[config.mk]
export PLATFORM = sky130hd
export DESIGN_NAME = wb_queue
export DESIGN_NICKNAME = d
export VERILOG_FILES = /design/src/rtl/wb_pkg.sv /design/src/rtl/wb_fifo.sv /design/src/rtl/wb_queue.sv
export SDC_FILE = /design/constraint.sdc
export NUM_CORES = 1
export LEC_CHECK = 0
export ABC_AREA = 1
export CAP_MARGIN = 40
export CORE_MARGIN = 2
export CORE_UTILIZATION = 45
export CTS_BUF_LIST = sky130_fd_sc_hd__clkbuf_16
export CTS_CLUSTER_DIAMETER = 80
export DETAILED_ROUTE_END_ITERATION = 8
export MAX_ROUTING_LAYER = met4
export PLACE_DENSITY = 0.7
export SLEW_MARGIN = 10
export SYNTH_ARGS = -nofsm -noshare
export SYNTH_HDL_FRONTEND = slang
export SYNTH_SLANG_ARGS = --single-unit
[constraint.sdc]
create_clock -name clk -period 4.03 [get_ports clk]
set_input_delay 0.806 -clock clk [delete_from_list [all_inputs] [get_ports clk]]
set_output_delay 0.806 -clock clk [all_outputs]
set_load 0.05 [all_outputs]
[src/rtl/wb_pkg.sv]
// Shared defaults and entry type for the register-file write-back queue.
package wb_pkg;

    localparam int M_DEFAULT     = 32;
    localparam int A_DEFAULT     = 4;
    localparam int DEPTH_DEFAULT = 4;

    typedef struct packed {
        logic [A_DEFAULT-1:0] addr;
        logic [M_DEFAULT-1:0] data;
    } wb_entry_t;

endpackage

[src/rtl/wb_fifo.sv]
// Circular storage for pending write-backs, with per-slot valid bits so the
// parent can run an associative hazard lookup over everything still queued.
module wb_fifo
    import wb_pkg::*;
#(
    parameter int M     = M_DEFAULT,
    parameter int A     = A_DEFAULT,
    parameter int DEPTH = DEPTH_DEFAULT
) (
    input  logic                      clk,
    input  logic                      reset,
    input  logic                      push_i,
    input  logic [A-1:0]              pushAddr_i,
    input  logic [M-1:0]              pushData_i,
    input  logic                      pop_i,
    output logic [A-1:0]              headAddr_o,
    output logic [M-1:0]              headData_o,
    output logic                      full_o,
    output logic                      empty_o,
    output logic [$clog2(DEPTH):0]    count_o,
    output logic [DEPTH-1:0]          entryValid_o,
    output logic [DEPTH-1:0][A-1:0]   entryAddr_o
);

    localparam int PW = $clog2(DEPTH);
    localparam int CW = PW + 1;

    logic [A-1:0]     addrMem_q [DEPTH];
    logic [M-1:0]     dataMem_q [DEPTH];
    logic [PW-1:0]    wrPtr_q, wrPtr_d;
    logic [PW-1:0]    rdPtr_q, rdPtr_d;
    logic [CW-1:0]    count_q, count_d;
    logic [DEPTH-1:0] valid_q, valid_d;

    // Pointers wrap naturally because DEPTH is a power of two.
    always_comb begin
        wrPtr_d = wrPtr_q;
        rdPtr_d = rdPtr_q;
        count_d = count_q;
        valid_d = valid_q;
        if (push_i) begin
            wrPtr_d          = wrPtr_q + PW'(1);
            valid_d[wrPtr_q] = 1'b1;
        end
        if (pop_i) begin
            rdPtr_d          = rdPtr_q + PW'(1);
            valid_d[rdPtr_q] = 1'b0;
        end
        case ({push_i, pop_i})
            2'b10:   count_d = count_q + CW'(1);
            2'b01:   count_d = count_q - CW'(1);
            default: count_d = count_q;
        endcase
    end

    always_ff @(posedge clk) begin
        if (reset) begin
            wrPtr_q <= '0;
            rdPtr_q <= '0;
            count_q <= '0;
            valid_q <= '0;
        end else begin
            wrPtr_q <= wrPtr_d;
            rdPtr_q <= rdPtr_d;
            count_q <= count_d;
            valid_q <= valid_d;
        end
    end

    // Payload is left alone on reset; the valid bits alone decide liveness.
    always_ff @(posedge clk) begin
        if (push_i) begin
            addrMem_q[wrPtr_q] <= pushAddr_i;
            dataMem_q[wrPtr_q] <= pushData_i;
        end
    end

    always_comb begin
        headAddr_o   = addrMem_q[rdPtr_q];
        headData_o   = dataMem_q[rdPtr_q];
        full_o       = (count_q == CW'(DEPTH));
        empty_o      = (count_q == '0);
        count_o      = count_q;
        entryValid_o = valid_q;
        for (int i = 0; i < DEPTH; i++) begin
            entryAddr_o[i] = addrMem_q[i];
        end
    end

endmodule

[src/rtl/wb_queue.sv]
// Write-back queue in front of the register file: arbitrates ALU and load
// results, drops writes to r0, and answers source-register hazard queries.
module wb_queue
    import wb_pkg::*;
#(
    parameter int M     = M_DEFAULT,
    parameter int A     = A_DEFAULT,
    parameter int DEPTH = DEPTH_DEFAULT
) (
    input  logic                   clk,
    input  logic                   reset,
    input  logic                   alu_valid,
    input  logic [A-1:0]           alu_addr,
    input  logic [M-1:0]           alu_data,
    output logic                   alu_ready,
    input  logic                   mem_valid,
    input  logic [A-1:0]           mem_addr,
    input  logic [M-1:0]           mem_data,
    output logic                   mem_ready,
    input  logic                   rf_stall,
    output logic                   rf_we,
    output logic [A-1:0]           rf_addr,
    output logic [M-1:0]           rf_data,
    input  logic [A-1:0]           hz_addr,
    output logic                   hz_pending,
    output logic [$clog2(DEPTH):0] count
);

    logic                    full;
    logic                    empty;
    logic                    push;
    logic                    pop;
    logic                    reqAccept;
    logic [A-1:0]            reqAddr;
    logic [M-1:0]            reqData;
    logic [A-1:0]            headAddr;
    logic [M-1:0]            headData;
    logic [DEPTH-1:0]        entryValid;
    logic [DEPTH-1:0][A-1:0] entryAddr;

    wb_fifo #(
        .M     (M),
        .A     (A),
        .DEPTH (DEPTH)
    ) u_fifo (
        .clk          (clk),
        .reset        (reset),
        .push_i       (push),
        .pushAddr_i   (reqAddr),
        .pushData_i   (reqData),
        .pop_i        (pop),
        .headAddr_o   (headAddr),
        .headData_o   (headData),
        .full_o       (full),
        .empty_o      (empty),
        .count_o      (count),
        .entryValid_o (entryValid),
        .entryAddr_o  (entryAddr)
    );

    // Loads take priority; readiness depends only on full, never on a pop.
    always_comb begin
        mem_ready = !full && !reset;
        alu_ready = !full && !mem_valid && !reset;
        reqAccept = (mem_valid && mem_ready) || (alu_valid && alu_ready);
        reqAddr   = mem_valid ? mem_addr : alu_addr;
        reqData   = mem_valid ? mem_data : alu_data;
        push      = reqAccept && (reqAddr != '0);
        pop       = !empty && !rf_stall && !reset;
        rf_we     = pop;
        rf_addr   = pop ? headAddr : '0;
        rf_data   = pop ? headData : '0;
    end

    // Only stored entries are searched, so a same-cycle request is invisible.
    always_comb begin
        hz_pending = 1'b0;
        for (int i = 0; i < DEPTH; i++) begin
            if (entryValid[i] && (entryAddr[i] == hz_addr)) begin
                hz_pending = 1'b1;
            end
        end
        if ((hz_addr == '0) || reset) begin
            hz_pending = 1'b0;
        end
    end

endmodule

=== Yosys cells after proc, flatten, opt, wreduce, memory -nomap -nowiden ===
Memory sizes are Yosys's and may differ from the RTL's. A register that Yosys moved wholly into a read port is not among the register bits.
Index checks and enable logic that the tools add are counted.

* Register bits: 11
* RAM bits: 144
* Bits of input ports: 81
* Output and inout port bits: 43
* Word-level logic and storage cells: 71
* Memories kept: 2

{| class="wikitable"
|+ Memory list
! memory !! depth !! bits a word !! rd ports !! clocked after Yosys merged registers in !! wr ports !! RTL line !! RTL
|-
| u_fifo.dataMem_q || 4 || 32 || 1 || 1 || 1 || wb_fifo.sv:29 || <nowiki>logic [M-1:0] dataMem_q [DEPTH];</nowiki>
|-
| u_fifo.addrMem_q || 4 || 4 || 5 || 1 || 1 || wb_fifo.sv:28 || <nowiki>logic [A-1:0] addrMem_q [DEPTH];</nowiki>
|}

* Add/subtract/negate cells: 4
* $lt $le $gt $ge: 4
* Eq/ne operators: 7
* Mux-type cells: 22
* Bitwise gates (word level): 3
* Reductions and logical operators: 25

{| class="wikitable"
|+ Operator list
! cell !! number
|-
| 32-bit two-way mux || 2
|-
| 4-bit equality test || 4
|-
| 4-bit two-way mux || 4
|-
| 1-bit logical AND || 14
|-
| 1-bit two-way mux || 9
|-
| 2-bit two-way mux || 4
|-
| 2-bit by 3-bit < comparator with 1-bit output, second input constant || 2
|-
| 3-bit case mux with 2 select lines || 1
|-
| 1-bit logical NOT || 5
|-
| 2-bit by 1-bit adder with 2-bit output, second input constant || 2
|-
| 4-bit AND || 1
|-
| 1-bit demux with 2-bit select || 2
|-
| 2-bit by 1-bit greater-or-equal comparator with 1-bit output, second input constant || 2
|-
| 4-bit logical NOT || 1
|-
| 4-bit NOT || 1
|-
| 4-bit bitwise OR || 1
|-
| 4-bit nonzero test || 1
|-
| 3-bit by 1-bit adder with 3-bit output, second input constant || 1
|-
| 3-bit equality test, second input constant || 1
|-
| 3-bit logical NOT || 1
|-
| 3-bit by 1-bit subtractor with 3-bit output, second input constant || 1
|-
| 2-bit by 1-bit equality test with 1-bit output, second input constant || 1
|-
| 2-bit equality test, second input constant || 1
|-
| 1-bit logical OR || 2
|-
| 2-bit nonzero test || 1
|}

=== Logic depth before layout (Yosys ltp) ===
* Depth in word-level cells: 10
* Depth in mapped cells: 13
* Gate-level depth less buffers: 12

=== Modules after synthesis ===
Synthesis repeated with hierarchy kept, for this count alone.

* Cells, all modules: 627
* Area total of the unflattened synthesis: 7368.3 um^2

{| class="wikitable"
|+ Modules (own cells, without submodules)
! module !! instances !! cells each !! area each (um^2) !! sequential area each (um^2)
|-
| wb_fifo || 1 || 424 || 6268.5 || 4584.4
|-
| wb_queue || 1 || 203 || 1099.8 || 0.0
|}

=== Worst setup path after synthesis ===
OpenSTA, ideal clock, no wires.

* Path kind: input to output
* Start: input port hz_addr[2]
* End: output port hz_pending
* Arrival time: 2061 ps
* Data required time: 3224 ps
* Setup slack: 1163 ps
* Stages: 9
* Buffers on the path: 1
* Cell sequence: clkbuf_1 -> inv_1 -> nand2_1 -> nand2_1 -> nor2_1 -> nand3_1 -> nand2_1 -> nor2_1 -> nor2_1

* Word-level cells in the longest chain between the ends: 7
* Elaborated cells on any way between the ends: 15
* Those cells by class: 4 x eq/ne; 5 x mux; 6 x reduce/logical

{| class="wikitable"
|+ Ends and longest elaborated chain
! what !! RTL line !! RTL
|-
| start: declaration || wb_queue.sv:24 || <nowiki>input logic [A-1:0] hz_addr,</nowiki>
|-
| 4-bit equality test || wb_queue.sv:79 || <nowiki>if (entryValid[i] && (entryAddr[i] == hz_addr)) begin</nowiki>
|-
| 1-bit logical AND || wb_queue.sv:79 ||
|-
| 1-bit two-way mux (4 in a row) || wb_queue.sv:79 ||
|-
| 1-bit two-way mux (*) || wb_queue.sv:83 || <nowiki>if ((hz_addr == '0) || reset) begin</nowiki>
|-
| end: declaration || wb_queue.sv:25 || <nowiki>output logic hz_pending,</nowiki>
|}

Mark *: on every way between the ends. The rest lies on a longest branch, timed or not.

=== Final worst setup path ===
* Start: input port hz_addr[3]
* End: output port hz_pending

Same word-level chain as after synthesis.

==> results.tsv <==
stage	metric	value	unit
pwr	Sw Share	27.2	%
synth	post-synthesis cell count	632	
synth	Post-Synth Simple-Gate Area	12.5	%
placement	placed cell area	8830	um^2
synth	dominant cell type by area after synthesis	edfxtp_1	
final_layout	Final #Nets	846	
worst_setup_path	R2R Path Start	u_fifo.count_o[1]$_SDFFE_PP0P_	
worst_setup_path	Crit Path Class	in2out	
job	Max-cap violations	0	
synth	Top FF cell, synth	edfxtp_1	
synth	Seq cells post-synth	157	
synth	Yosys top cell area share	61.9	%
final_layout	fin area	9400	um^2
floorplanning	Site Rows	45	
route	final WL	15500	um
synth	synth cell count leaders	nor2_1, edfxtp_1, o21ai_0	
timing	worst-margin pin slew	803	ps
placement	gpl congestion	0.833	
synth	xor and xnor area share after synthesis	0.501	%
final_layout	Antenna Cells	0	
timing	Final min period	3610	ps
timing	crit share post-route	89.7	%
worst_setup_path	CP Cell Sequence	clkdlybuf4s50_1 > inv_1 > nand2_1 > nand2_1 > nor2_1 > nand3_1 > nand2_1 > nor2_1 > nor2_1 > clkdlybuf4s50_1	
pwr	Reg power frac	45.6	%
worst_setup_path	Crit. Startpoint	hz_addr[3]	
worst_hold_path	hold path startpoint	u_fifo.entryValid_o[1]$_SDFF_PP0_	
worst_setup_path	required time of the worst setup path	3220	ps
pwr	VDD IR max	0.280	mV
route	TritonRoute pass-1 iters	5	
floorplanning	Initial Util	46.0	%
route	remaining antenna violation count	0	
timing	fmax	0.277	GHz
synth	mean post-synth cell area	11.1	um^2
worst_setup_path	CP Data Arrival Time	2810	ps
route	per-cell routed wire length	16.2	um
route	DR vias	4962	
pwr	internal power	3040	uW
synth	Seq/Total Area, Yosys	65.6	%
synth	Synth Area in Compound Gates	10.1	%
global_routing	first-pass GRT wire length	24500	um
worst_setup_path	nature of the critical path startpoint	input pin	
clock_tree	Post-CTS Setup Bufs	0	
worst_setup_path	Worst Setup End Kind	output port	
clock_tree	CTS root buf	clkbuf_16	
timing	Slew HR	46.5	%
worst_setup_path	critical path's slowest cell	clkdlybuf4s50_1	
synth	ys async rst share	0	%
clock_tree	# H-tree levels	4	
clock_tree	CTS clock-pin slew for the worst setup and hold paths	60	ps
final_layout	Post-Route Utilization	61.8	%
timing	RSZ-0062 raised after global routing	false	
global_routing	pin count of the biggest net entering global routing	74	
placement	DP Wirelength	10000	um
worst_setup_path	CP top delay family	buffers and inverters	
timing	PnR worst setup slack	417	ps
synth	top-count cell post-synth	nor2_1	
synth	Mapped Area	6990	um^2
placement	IO Port Bufs	123	
timing	Post-Route Setup TNS	0	ps
route	residual DRC count	0	
worst_setup_path	Max FO, Critical Path	6	
synth	yosys warns	0	
floorplanning	die area	16500	um^2
synth	Distinct cells, synth	25	
clock_tree	CTS buffer count	17	
status	status	finished clean	
global_routing	vias in the first global route	4937	
clock_tree	later-pin clock latency in the skew report	420	ps
pwr	Leak	0.00343	uW
worst_setup_path	crit-path max cell delay	810	ps
floorplanning	Die Y	129	um
timing	Clock Skew	7.70	ps
route	DRT iter0 DRCs	358	
timing	hold slack	466	ps
route	Via density	5.19	
global_routing	initial antenna violation count	0	
final_layout	share of layout cells above drive strength 1	17.3	%
pwr	clock share of power	36.2	%
clock_tree	clk sink count	157	
final_layout	Layout area overhead	34.4	%
global_routing	total track usage	20.0	%
clock_tree	CTS tree	done	
synth	proportion of synthesized area in mux cells	5.15	%
synth	synthesized-area fraction occupied by adder cells	1.90	%
pwr	P_sw	1140	uW
clock_tree	PostCTS Resize Cnt	0	
timing	pins over their slew limit	0	
timing	Final setup viols	0	
synth	largest cells by area after synthesis	edfxtp_1, nor2_1, o21ai_0	
synth	Post-synth EDFFs	144	
worst_setup_path	crit path buf inv count	3	
clock_tree	Max Root-Sink Buffers	2	
floorplanning	core area	15200	um^2
synth	syn_nets	723	
placement	Post-Place Setup Slack	430	ps
timing	Fin. Hold Viols	0	
clock_tree	# hold bufs at CTS	0	
pwr	Logic pwr share	18.3	%
synth	largest family of logic cells by synthesized area	simple AND/OR/NAND/NOR gates	
worst_hold_path	worst min-delay path class	reg2reg	
floorplanning	io pins	124	
floorplanning	die width	129	um
pwr	pwr dens	444	nW/um^2
global_routing	grt ovf	0	
-- flip-flops by register name, summed over array words and instances (netlist names), named ones only --
signal               count
u_fifo.dataMem_q       128
u_fifo.count_o           3
u_fifo.wrPtr_q           2
u_fifo.addrMem_q        16
u_fifo.rdPtr_q           2
u_fifo.entryValid_o      4
-- worst paths after layout --
| kind | depth (start not counted) | endpoint | slack, ps |
|---|---|---|---|
| max | 10 | hz_pending | 420 |
| min | 2 | u_fifo.entryValid_o[1]$_SDFF_PP0_ | 470 |
| max reg2reg | 12 | u_fifo.count_o[2]$_SDFFE_PP0P_ | 1390 |
| min reg2reg | 2 | u_fifo.entryValid_o[1]$_SDFF_PP0_ | 470 |
-- worst min-delay path: stages (launching register included) --
cell and delay [ps]:
dfxtp_1 310, inv_1 60, a21oi_2 50
-- layout make-up --
type	instances	area, um^2
fillers	1180	5810
flip-flops and latches	157	4590
multi-input cells	401	2110
repair buffers	136	1740
clock buffers	17	425
well taps	188	235
inverters	42	158
clock inverters	15	140
-- metrics by stage --
stage,power [uW],instances
2_1_floorplan,2380,632
3_3_place_gp,2680,924
3_5_place_dp,2700,924
4_1_cts,4200,956
5_1_grt,4330,956
6_report,4170,956
-- placed cells by master (no fill, tap or decap), types with 2 or more instances in the layout --
master           instances
nor2_1                 152
edfxtp_1               144
clkdlybuf4s50_1         85
o21ai_0                 77
nand2_1                 49
a21oi_1                 49
buf_12                  41
inv_1                   37
mux2_2                  32
clkbuf_16               17
dfxtp_1                 11
nand3_1                  9
ha_1                     9
buf_4                    9
o21ai_1                  6
inv_2                    5
nand3_2                  4
xnor2_1                  4
a21oi_2                  4
clkinvlp_4               4
inv_6                    4
dfxtp_2                  2
clkinv_2                 2
inv_8                    2
-- power by group through the flow --
stage	registers (uW)	logic, uW	clock network [uW]
floorplan	1940	435	0
global placement	1930	749	0
detailed placement	1940	764	0
CTS	1900	770	1530
global route	1910	832	1590
finish	1900	763	1510
-- logic make-up after synthesis --
kind of cell             count (synthesis)
buffers and inverters                   74
XOR/XNOR                                 4
adder cells (fa/ha/maj)                 10
multiplexers                            32
flip-flops                             157
AND/OR/NAND/NOR                        218
AO/OA/AOI/OAI                          137
-- metal layers --
metal	vias up	wire length (um)	part of all wire, %	track usage [%]
met5	-	0	0	-
met4	0	261	1.7	6.97
li1	2420	-	-	-
met3	24	1030	6.6	4.20
met1	2337	6450	42	24.2
met2	181	7790	50	33.5
No activity file was read; power rests on OpenSTA's default activity.
